--- config.mk ---
export PLATFORM = sky130hd
export DESIGN_NAME = sync_wbuf_fifo
export DESIGN_NICKNAME = d
export VERILOG_FILES = /design/src/rtl/sync_wbuf_fifo.sv
export SDC_FILE = /design/constraint.sdc
export NUM_CORES = 2
export LEC_CHECK = 0
export CAP_MARGIN = 20
export CORE_ASPECT_RATIO = 1.75
export CORE_MARGIN = 2
export CORE_UTILIZATION = 43
export CTS_CLUSTER_DIAMETER = 40
export DETAILED_ROUTE_END_ITERATION = 10
export PLACE_DENSITY = 0.66
export SYNTH_ARGS = -nofsm -noshare
export SYNTH_HDL_FRONTEND = slang
export SYNTH_SLANG_ARGS = --single-unit
--- constraint.sdc ---
create_clock -name clk -period 3.7 [get_ports clk]
set_clock_uncertainty 0.1 [all_clocks]
set_input_delay 0.37 -clock clk [delete_from_list [all_inputs] [get_ports clk]]
set_output_delay 0.37 -clock clk [all_outputs]
set_load 0.05 [all_outputs]
--- src/rtl/sync_wbuf_fifo.sv ---
// Synchronous FIFO on a single-port RAM with a 4-entry write-staging queue and a 2-entry output stage.
// Optional SYNC_WBUF_FIFO_BYPASS_EN lets a word enter the output stage directly when everything upstream is empty.
module sync_wbuf_fifo #(
    parameter int unsigned DATA_WIDTH    = 8,
    parameter int unsigned FIFO_DEPTH    = 256,
    parameter int unsigned LB_FIFO_DEPTH = $clog2(FIFO_DEPTH)
) (
    input  logic                     clk,
    input  logic                     rstn,
    input  logic [DATA_WIDTH-1:0]    in_data,
    input  logic                     in_valid,
    output logic                     in_ready,
    output logic [DATA_WIDTH-1:0]    out_data,
    output logic                     out_valid,
    input  logic                     out_ready,
    input  logic                     clear,
    output logic [LB_FIFO_DEPTH:0]   count
);

    localparam int unsigned ST_DEPTH = 4;
    localparam int unsigned ST_AW    = 2;
    localparam int unsigned ST_CW    = 3;
    localparam int unsigned OB_CW    = 2;
    localparam int unsigned CW       = LB_FIFO_DEPTH + 1;

    // Staging queue
    logic [DATA_WIDTH-1:0]    r_st_data [ST_DEPTH];
    logic [ST_AW-1:0]         r_st_wptr;
    logic [ST_AW-1:0]         r_st_rptr;
    logic [ST_CW-1:0]         r_st_cnt;

    // Single-port RAM and its bookkeeping
    logic [DATA_WIDTH-1:0]    r_ram [FIFO_DEPTH];
    logic [DATA_WIDTH-1:0]    r_ram_dout;
    logic [LB_FIFO_DEPTH-1:0] r_waddr;
    logic [LB_FIFO_DEPTH-1:0] r_raddr;
    logic [CW-1:0]            r_mem_cnt;
    logic                     r_rd_inflight;

    // Output stage, entry 0 is the head
    logic [DATA_WIDTH-1:0]    r_ob_data [2];
    logic [OB_CW-1:0]         r_ob_cnt;
    logic                     r_out_valid;

    logic [CW-1:0]            r_count;

    logic                     w_accept;
    logic                     w_pop;
    logic                     w_st_full;
    logic [OB_CW-1:0]         w_ob_occ;
    logic                     w_rd_issue;
    logic                     w_drain;
    logic                     w_bypass;
    logic                     w_st_push;
    logic                     w_ob_push;
    logic [DATA_WIDTH-1:0]    w_ob_push_data;
    logic [DATA_WIDTH-1:0]    w_ob_nxt [2];
    logic [OB_CW-1:0]         w_ob_cnt_nxt;
    logic [CW-1:0]            w_count_nxt;

    assign in_ready  = (r_st_cnt < ST_CW'(ST_DEPTH)) && (r_count < CW'(FIFO_DEPTH));
    assign out_valid = r_out_valid;
    assign out_data  = r_ob_data[0];
    assign count     = r_count;

    assign w_accept  = in_valid & in_ready;
    assign w_pop     = r_out_valid & out_ready;
    assign w_st_full = (r_st_cnt == ST_CW'(ST_DEPTH));
    assign w_ob_occ  = r_ob_cnt + OB_CW'(r_rd_inflight);

    // RAM arbitration: reads first, except a full staging queue forces a drain
    assign w_rd_issue = (r_mem_cnt != '0) && (w_ob_occ < OB_CW'(2)) && !w_st_full;
    assign w_drain    = !w_rd_issue && (r_st_cnt != '0);

`ifdef SYNC_WBUF_FIFO_BYPASS_EN
    assign w_bypass = w_accept && (r_st_cnt == '0) && (r_mem_cnt == '0)
                   && !r_rd_inflight && (r_ob_cnt < OB_CW'(2));
`else
    assign w_bypass = 1'b0;
`endif

    assign w_st_push      = w_accept & ~w_bypass;
    assign w_ob_push      = r_rd_inflight | w_bypass;
    assign w_ob_push_data = r_rd_inflight ? r_ram_dout : in_data;

    // Output-stage next state: shift on pop, then append the incoming word
    always_comb begin
        w_ob_nxt[0]  = r_ob_data[0];
        w_ob_nxt[1]  = r_ob_data[1];
        w_ob_cnt_nxt = r_ob_cnt;
        if (w_pop) begin
            w_ob_nxt[0]  = r_ob_data[1];
            w_ob_cnt_nxt = r_ob_cnt - OB_CW'(1);
        end
        if (w_ob_push) begin
            w_ob_nxt[w_ob_cnt_nxt[0]] = w_ob_push_data;
            w_ob_cnt_nxt              = w_ob_cnt_nxt + OB_CW'(1);
        end
    end

    always_comb begin
        w_count_nxt = r_count;
        case ({w_accept, w_pop})
            2'b10:   w_count_nxt = r_count + CW'(1);
            2'b01:   w_count_nxt = r_count - CW'(1);
            default: w_count_nxt = r_count;
        endcase
    end

    // Control state; clear behaves exactly like reset
    always_ff @(posedge clk) begin
        if (!rstn || clear) begin
            r_st_wptr     <= '0;
            r_st_rptr     <= '0;
            r_st_cnt      <= '0;
            r_waddr       <= '0;
            r_raddr       <= '0;
            r_mem_cnt     <= '0;
            r_rd_inflight <= 1'b0;
            r_ob_cnt      <= '0;
            r_out_valid   <= 1'b0;
            r_count       <= '0;
        end else begin
            if (w_st_push) begin
                r_st_wptr <= r_st_wptr + ST_AW'(1);
            end
            if (w_drain) begin
                r_st_rptr <= r_st_rptr + ST_AW'(1);
                r_waddr   <= r_waddr + LB_FIFO_DEPTH'(1);
            end
            case ({w_st_push, w_drain})
                2'b10:   r_st_cnt <= r_st_cnt + ST_CW'(1);
                2'b01:   r_st_cnt <= r_st_cnt - ST_CW'(1);
                default: r_st_cnt <= r_st_cnt;
            endcase
            if (w_rd_issue) begin
                r_raddr <= r_raddr + LB_FIFO_DEPTH'(1);
            end
            case ({w_drain, w_rd_issue})
                2'b10:   r_mem_cnt <= r_mem_cnt + CW'(1);
                2'b01:   r_mem_cnt <= r_mem_cnt - CW'(1);
                default: r_mem_cnt <= r_mem_cnt;
            endcase
            r_rd_inflight <= w_rd_issue;
            r_ob_cnt      <= w_ob_cnt_nxt;
            r_out_valid   <= (w_ob_cnt_nxt != '0);
            r_count       <= w_count_nxt;
        end
    end

    always_ff @(posedge clk) begin
        if (w_st_push) begin
            r_st_data[r_st_wptr] <= in_data;
        end
    end

    // RAM array is never reset; only one of read/drain fires per cycle
    always_ff @(posedge clk) begin
        if (w_drain) begin
            r_ram[r_waddr] <= r_st_data[r_st_rptr];
        end
        if (w_rd_issue) begin
            r_ram_dout <= r_ram[r_raddr];
        end
    end

    always_ff @(posedge clk) begin
        r_ob_data[0] <= w_ob_nxt[0];
        r_ob_data[1] <= w_ob_nxt[1];
    end

endmodule

* Word-level counts from Yosys, hierarchy flattened
Memories as Yosys holds them, arrays and structs flattened. A register that Yosys moved wholly into a read port is not among the register bits.
Cells that the tools add are included.
** Storage, ports and cells
- Bits of input ports :: 13
- Memories kept :: 3
- Output and inout port bits :: 19
- Bits in writable memories :: 2096
- Flip-flop bits (word level) :: 45
- Word-level logic and storage cells :: 73
** Cells by class
- Multiplexer cells :: 17
- Reductions and logical operators :: 15
- Bitwise logic cells :: 3
- Add/sub/neg operators :: 13
- Eq/ne operators :: 7
- Order comparisons :: 5
** Memory list
- r_ram :: words 256, width 8, rd ports 1, clocked after memory_dff 1, wr ports 1, line 33 : logic [DATA_WIDTH-1:0] r_ram [FIFO_DEPTH];
- r_st_data :: words 4, width 8, rd ports 1, clocked after memory_dff 1, wr ports 1, line 27 : logic [DATA_WIDTH-1:0] r_st_data [ST_DEPTH];
- r_ob_data :: words 2, width 8, rd ports 2, clocked after memory_dff 0, wr ports 2, line 41 : logic [DATA_WIDTH-1:0] r_ob_data [2];
** Operators by type and width (count)
- 9-bit case mux with 2 select lines :: 2
- 8-bit 2-to-1 mux :: 3
- 9-bit by 1-bit adder with 9-bit output (second input constant) :: 2
- 9-bit by 1-bit subtractor with 9-bit output (second input constant) :: 2
- 8-bit by 1-bit adder with 8-bit output (second input constant) :: 2
- 16-bit bitwise mux :: 1
- 16-bit 2-to-1 mux :: 1
- 9-bit < comparator (second input constant) :: 1
- 9-bit nonzero test :: 1
- 8-bit demux with 1-bit select :: 1
- 2-bit 2-to-1 mux :: 4
- 2-bit nonzero test :: 4
- 2-bit by 1-bit adder with 2-bit output (second input constant) :: 3
- 2-bit by 1-bit == test with 1-bit output (second input constant) :: 3
- 2-bit == test (second input constant) :: 3
- 3-bit case mux with 2 select lines :: 1
- 1-bit logical AND :: 5
- 1-bit 2-to-1 mux :: 4
- 3-bit by 1-bit adder with 3-bit output (second input constant) :: 1
- 3-bit == test (second input constant) :: 1
- 1-bit logical NOT :: 3
- 3-bit < comparator (second input constant) :: 1
- 3-bit nonzero test :: 1
- 3-bit by 1-bit subtractor with 3-bit output (second input constant) :: 1
- 8 further kinds :: 9

* Depth between registers and ports, before layout
- Depth after elaboration :: 9
- Mapped depth :: 14
- Depth with buffers taken out :: 13

* Worst setup path before layout
Ideal clock, no wire load.
- Kind :: register to register
- Start :: register r_count[8] (netlist: count[8])
- End :: register r_count[8] (netlist: count[8])
- Period minus slack after synthesis :: 3.773 ns
- Buffers on the path :: 0
- Arrival :: 3.601 ns
- Cell stages (with the launch flop) :: 13
- Required time :: 3.528 ns
- Setup slack :: -0.073 ns
- Setup time :: 0.072 ns
- Path through :: dfxtp_1 nor2_1 and2_1 inv_1 ha_1 ha_1 nor2b_1 o21ai_0 a21oi_1 o21a_1 o41ai_1 mux2i_1 mux2i_1
** On the way
- Longest elaborated chain between the ends :: 5
- Elaborated cells between the ends (all ways) :: 9
- Classes of those cells :: add/sub (2); order compare (1); eq/ne (2); mux (1); bitwise (1); reduce/logical (2)
** Ends and longest elaborated chain
- from (decl) :: line 45 : logic [CW-1:0] r_count;
- from (signal assigned) :: line 147 : r_count <= w_count_nxt;
- 9-bit < comparator * :: line 61 : assign in_ready = (r_st_cnt < ST_CW'(ST_DEPTH)) && (r_count < CW'(FIFO_DEPTH));
- 1-bit logical AND * :: line 61
- net in_ready :: line 12 : output logic in_ready,
- 1-bit bitwise AND * :: line 66 : assign w_accept = in_valid & in_ready;
- 2-bit by 1-bit == test with 1-bit output or 2-bit == test (tied branches) :: line 103 : case ({w_accept, w_pop})
- 9-bit case mux with 2 select lines or 2-bit nonzero test (tied branches)
The timed path passes the listed nets; every way through them passes the cells marked *.
A chain may end at the register's enable or synchronous reset.

==> flow_metrics.env <==
export IMPL_run_status="completed"
export IMPL_synth_nets=4247
export IMPL_totalWireLength_mm=229
export IMPL_area_growth_pct=14.7
export IMPL_synth_cells=4205
export IMPL_dieArea_mm2=0.199
export IMPL_setup_tns_final_ns=0
export IMPL_synth_avg_cell_area_um2=20.0
export IMPL_design_area_mm2=0.0966
export IMPL_relSlewSlack=0.250
export IMPL_worstPathRequired_ns=4.16
export IMPL_initial_core_util=0.433
export IMPL_drive_above_1_share=0.257
export IMPL_synthArstFlopShare=0
export IMPL_ys_warn_count=0
export IMPL_cap_violations=0
export IMPL_num_rows=214
export IMPL_ys_ff_latch=2151
export IMPL_core_area_mm2=0.194
export IMPL_end_kind="register"
export IMPL_startpoint_type="register"
export IMPL_synth_ff_type="edfxtp_1"
export IMPL_grt_max_degree=215
export IMPL_period_minus_slack_ns=3.61
export IMPL_synth_edff_count=2096
export IMPL_wl_per_cell_um=31.1
export IMPL_fmax_mhz=277
export IMPL_cts_path_max_buffers=4
export IMPL_postCtsHoldBufs=0
export IMPL_cp_arrival_ns=4.07
export IMPL_ir_drop_uv=378
export IMPL_grt_pass1_vias=44500
export IMPL_grt_overflow_total=0
export IMPL_critPathMaxFanout=51
export IMPL_num_nets_final=4683
export IMPL_cts_setup_buffers=0
export IMPL_gp_congestion=0.902
export IMPL_clock_sinks=2151
export IMPL_hp_class="input port to register"
export IMPL_seq_area_frac_synth=0.761
export IMPL_cts_root_buf="clkbuf_16"
export IMPL_die_w_um=338
export IMPL_finalPower_w=0.0585
export IMPL_whs_ns=0.144
export IMPL_cts_clk_slew_worst_paths_ns=0.07
export IMPL_vias=44000
export IMPL_finalCritPeriodShare=0.975
export IMPL_slowest_stage="dfxtp_4"
export IMPL_power_density_mw_per_mm2=606
export IMPL_ios=32
export IMPL_yosysUniqueCellTypes=65
export IMPL_clock_latency_ns=0.83
export IMPL_dpl_hpwl_mm=151
export IMPL_p_leak_nw=29.9
export IMPL_numCtsBuffers=188
export IMPL_cts_max_level=4
export IMPL_antenna_found_initial=3
export IMPL_grt_pass1_wl_mm=326
export IMPL_final_hold_viol_count=0
export IMPL_path_cells="buf_12 -> buf_4 -> mux4_2 -> a22o_1 -> a221oi_1 -> nand3_1 -> a211oi_1 -> buf_4 -> o32ai_1"
export IMPL_tritoncts="built"
export IMPL_tightest_slew_ns=1.13
export IMPL_slowest_delay_ns=0.66
export IMPL_syn_cell_area_mm2=0.0842
export IMPL_criticalPathCategory="register to register"
export IMPL_port_buffer_count=31
export IMPL_grt_use_total=0.227
export IMPL_die_y_um=589
export IMPL_slew_viol_final=0
export IMPL_drt_iter0_markers=4932
export IMPL_detail_route_antenna_nets=0
export IMPL_setup_viol=0
export IMPL_drcViolationCount=0
export IMPL_dpl_cell_area_mm2=0.0907
export IMPL_postCtsResizedCells=0
export IMPL_viasPerCell=5.98
export IMPL_rsz0062_at_grt="no"
export IMPL_drtPass1Iterations=6
export IMPL_critical_path_most_common_cell="buf_4"
## synth_stat cells (all sizes together) (24+ instances only)
library cell  number  share of area
o21ai             38         0.0023
a211oi            33         0.0029
o22ai             49         0.0036
nand3             35         0.0021
clkbuf           109         0.0049
a22oi             68         0.0061
a221oi            34         0.0035
o221ai            24         0.0025
mux4             456           0.12
a21oi            108         0.0064
edfxtp          2096           0.75
ha                26         0.0039
mux2i            185          0.022
nand2             95         0.0042
dfxtp             55          0.013
nor2             370          0.016
buf              145          0.011
## cell families after synthesis
group / Yosys count / synth area share
flip-flops: 2151 / 0.761
XOR/XNOR: 30 / 0.00312
buffers and inverters: 278 / 0.0174
AND/OR/NAND/NOR: 601 / 0.0301
adder cells (fa/ha/maj): 29 / 0.00458
multiplexers: 663 / 0.147
AO/OA/AOI/OAI: 453 / 0.0371
## state kept, by name, indices dropped and copies added, names as in the netlist, named ones only
name           flops
r_ob_cnt           2
out_valid          1
r_waddr            8
r_st_data         32
r_rd_inflight      1
r_st_cnt           3
r_st_wptr          2
r_ram_dout         8
count              9
r_ob_data          8
r_st_rptr          2
r_ram           2048
r_raddr            8
r_mem_cnt          9
## cell usage in the layout (no fill, tap or decap), drive strengths merged, types with 11 or more instances in the layout
master         count
nor2             370
nand2             95
a21oi            108
mux4             456
o22ai             49
a221oi            34
o21ai             38
buf              469
a22o              12
xor2              15
bufinv            18
nand3             35
ha                26
a211oi            33
clkinv            67
o221ai            24
mux2              22
clkdlybuf4s50     31
nor3              23
mux2i            185
clkbuf           223
nor2b             14
a22oi             68
xnor2             15
nand2b            14
dfxtp             55
inv               30
o211ai            11
edfxtp          2096
## where the power goes
part / switching, W / leakage (nW) / internal, W
combinational: 0.00631 / 7.69 / 0.00511
clock: 0.00866 / 2.87 / 0.0107
sequential: 0.000212 / 19.3 / 0.0275
## worst max-delay path, delay by kind of cell, from the launching register on
kind	cells	cell delay, ns
multiplexers	1	0.34
flip-flops	1	0.66
AO/OA/AOI/OAI	4	1.05
buffers and inverters	3	0.85
AND/OR/NAND/NOR	1	0.20
## layout make-up
type / instances / area (um^2)
Clock buffer: 223 / 4890
Antenna cell: 4 / 10.0
Inverter: 24 / 90.1
Fill cell: 15700 / 97800
Clock inverter: 97 / 998
Timing Repair Buffer: 500 / 4560
Tap cell: 2592 / 3240
Multi-Input combinational cell: 1776 / 18700
Sequential cell: 2151 / 64100
## path summary, 6_finish.rpt
check                           cells past startpoint        from              end  slack [ns]
worst max-delay path                                9  r_raddr[1]    r_ram_dout[7]        0.09
worst min-delay path                                1  in_data[6]  r_st_data[2][6]        0.14
worst max register to register                      9  r_raddr[1]    r_ram_dout[7]        0.09
worst min register to register                      2    count[6]         count[6]        0.39
## through the flow
stage / setup slack [ns] / cells / util
floorplan: 0.0269 / 4205 / -
global placement: 0.148 / 7043 / 0.467
detailed placement: 0.163 / 7043 / 0.467
CTS: 0.154 / 7363 / 0.497
global route: 0.0722 / 7364 / 0.497
finish: 0.0929 / 7367 / 0.497
## per-layer routing
| metal | share of wire | global-route usage |
|---|---|---|
| met2 | 0.53 | 0.407 |
| met5 | 0.00010 | 0 |
| met3 | 0.070 | 0.0306 |
| met4 | 0.065 | 0.129 |
| met1 | 0.34 | 0.262 |
Note: power is estimated with default switching activity, not from simulation.
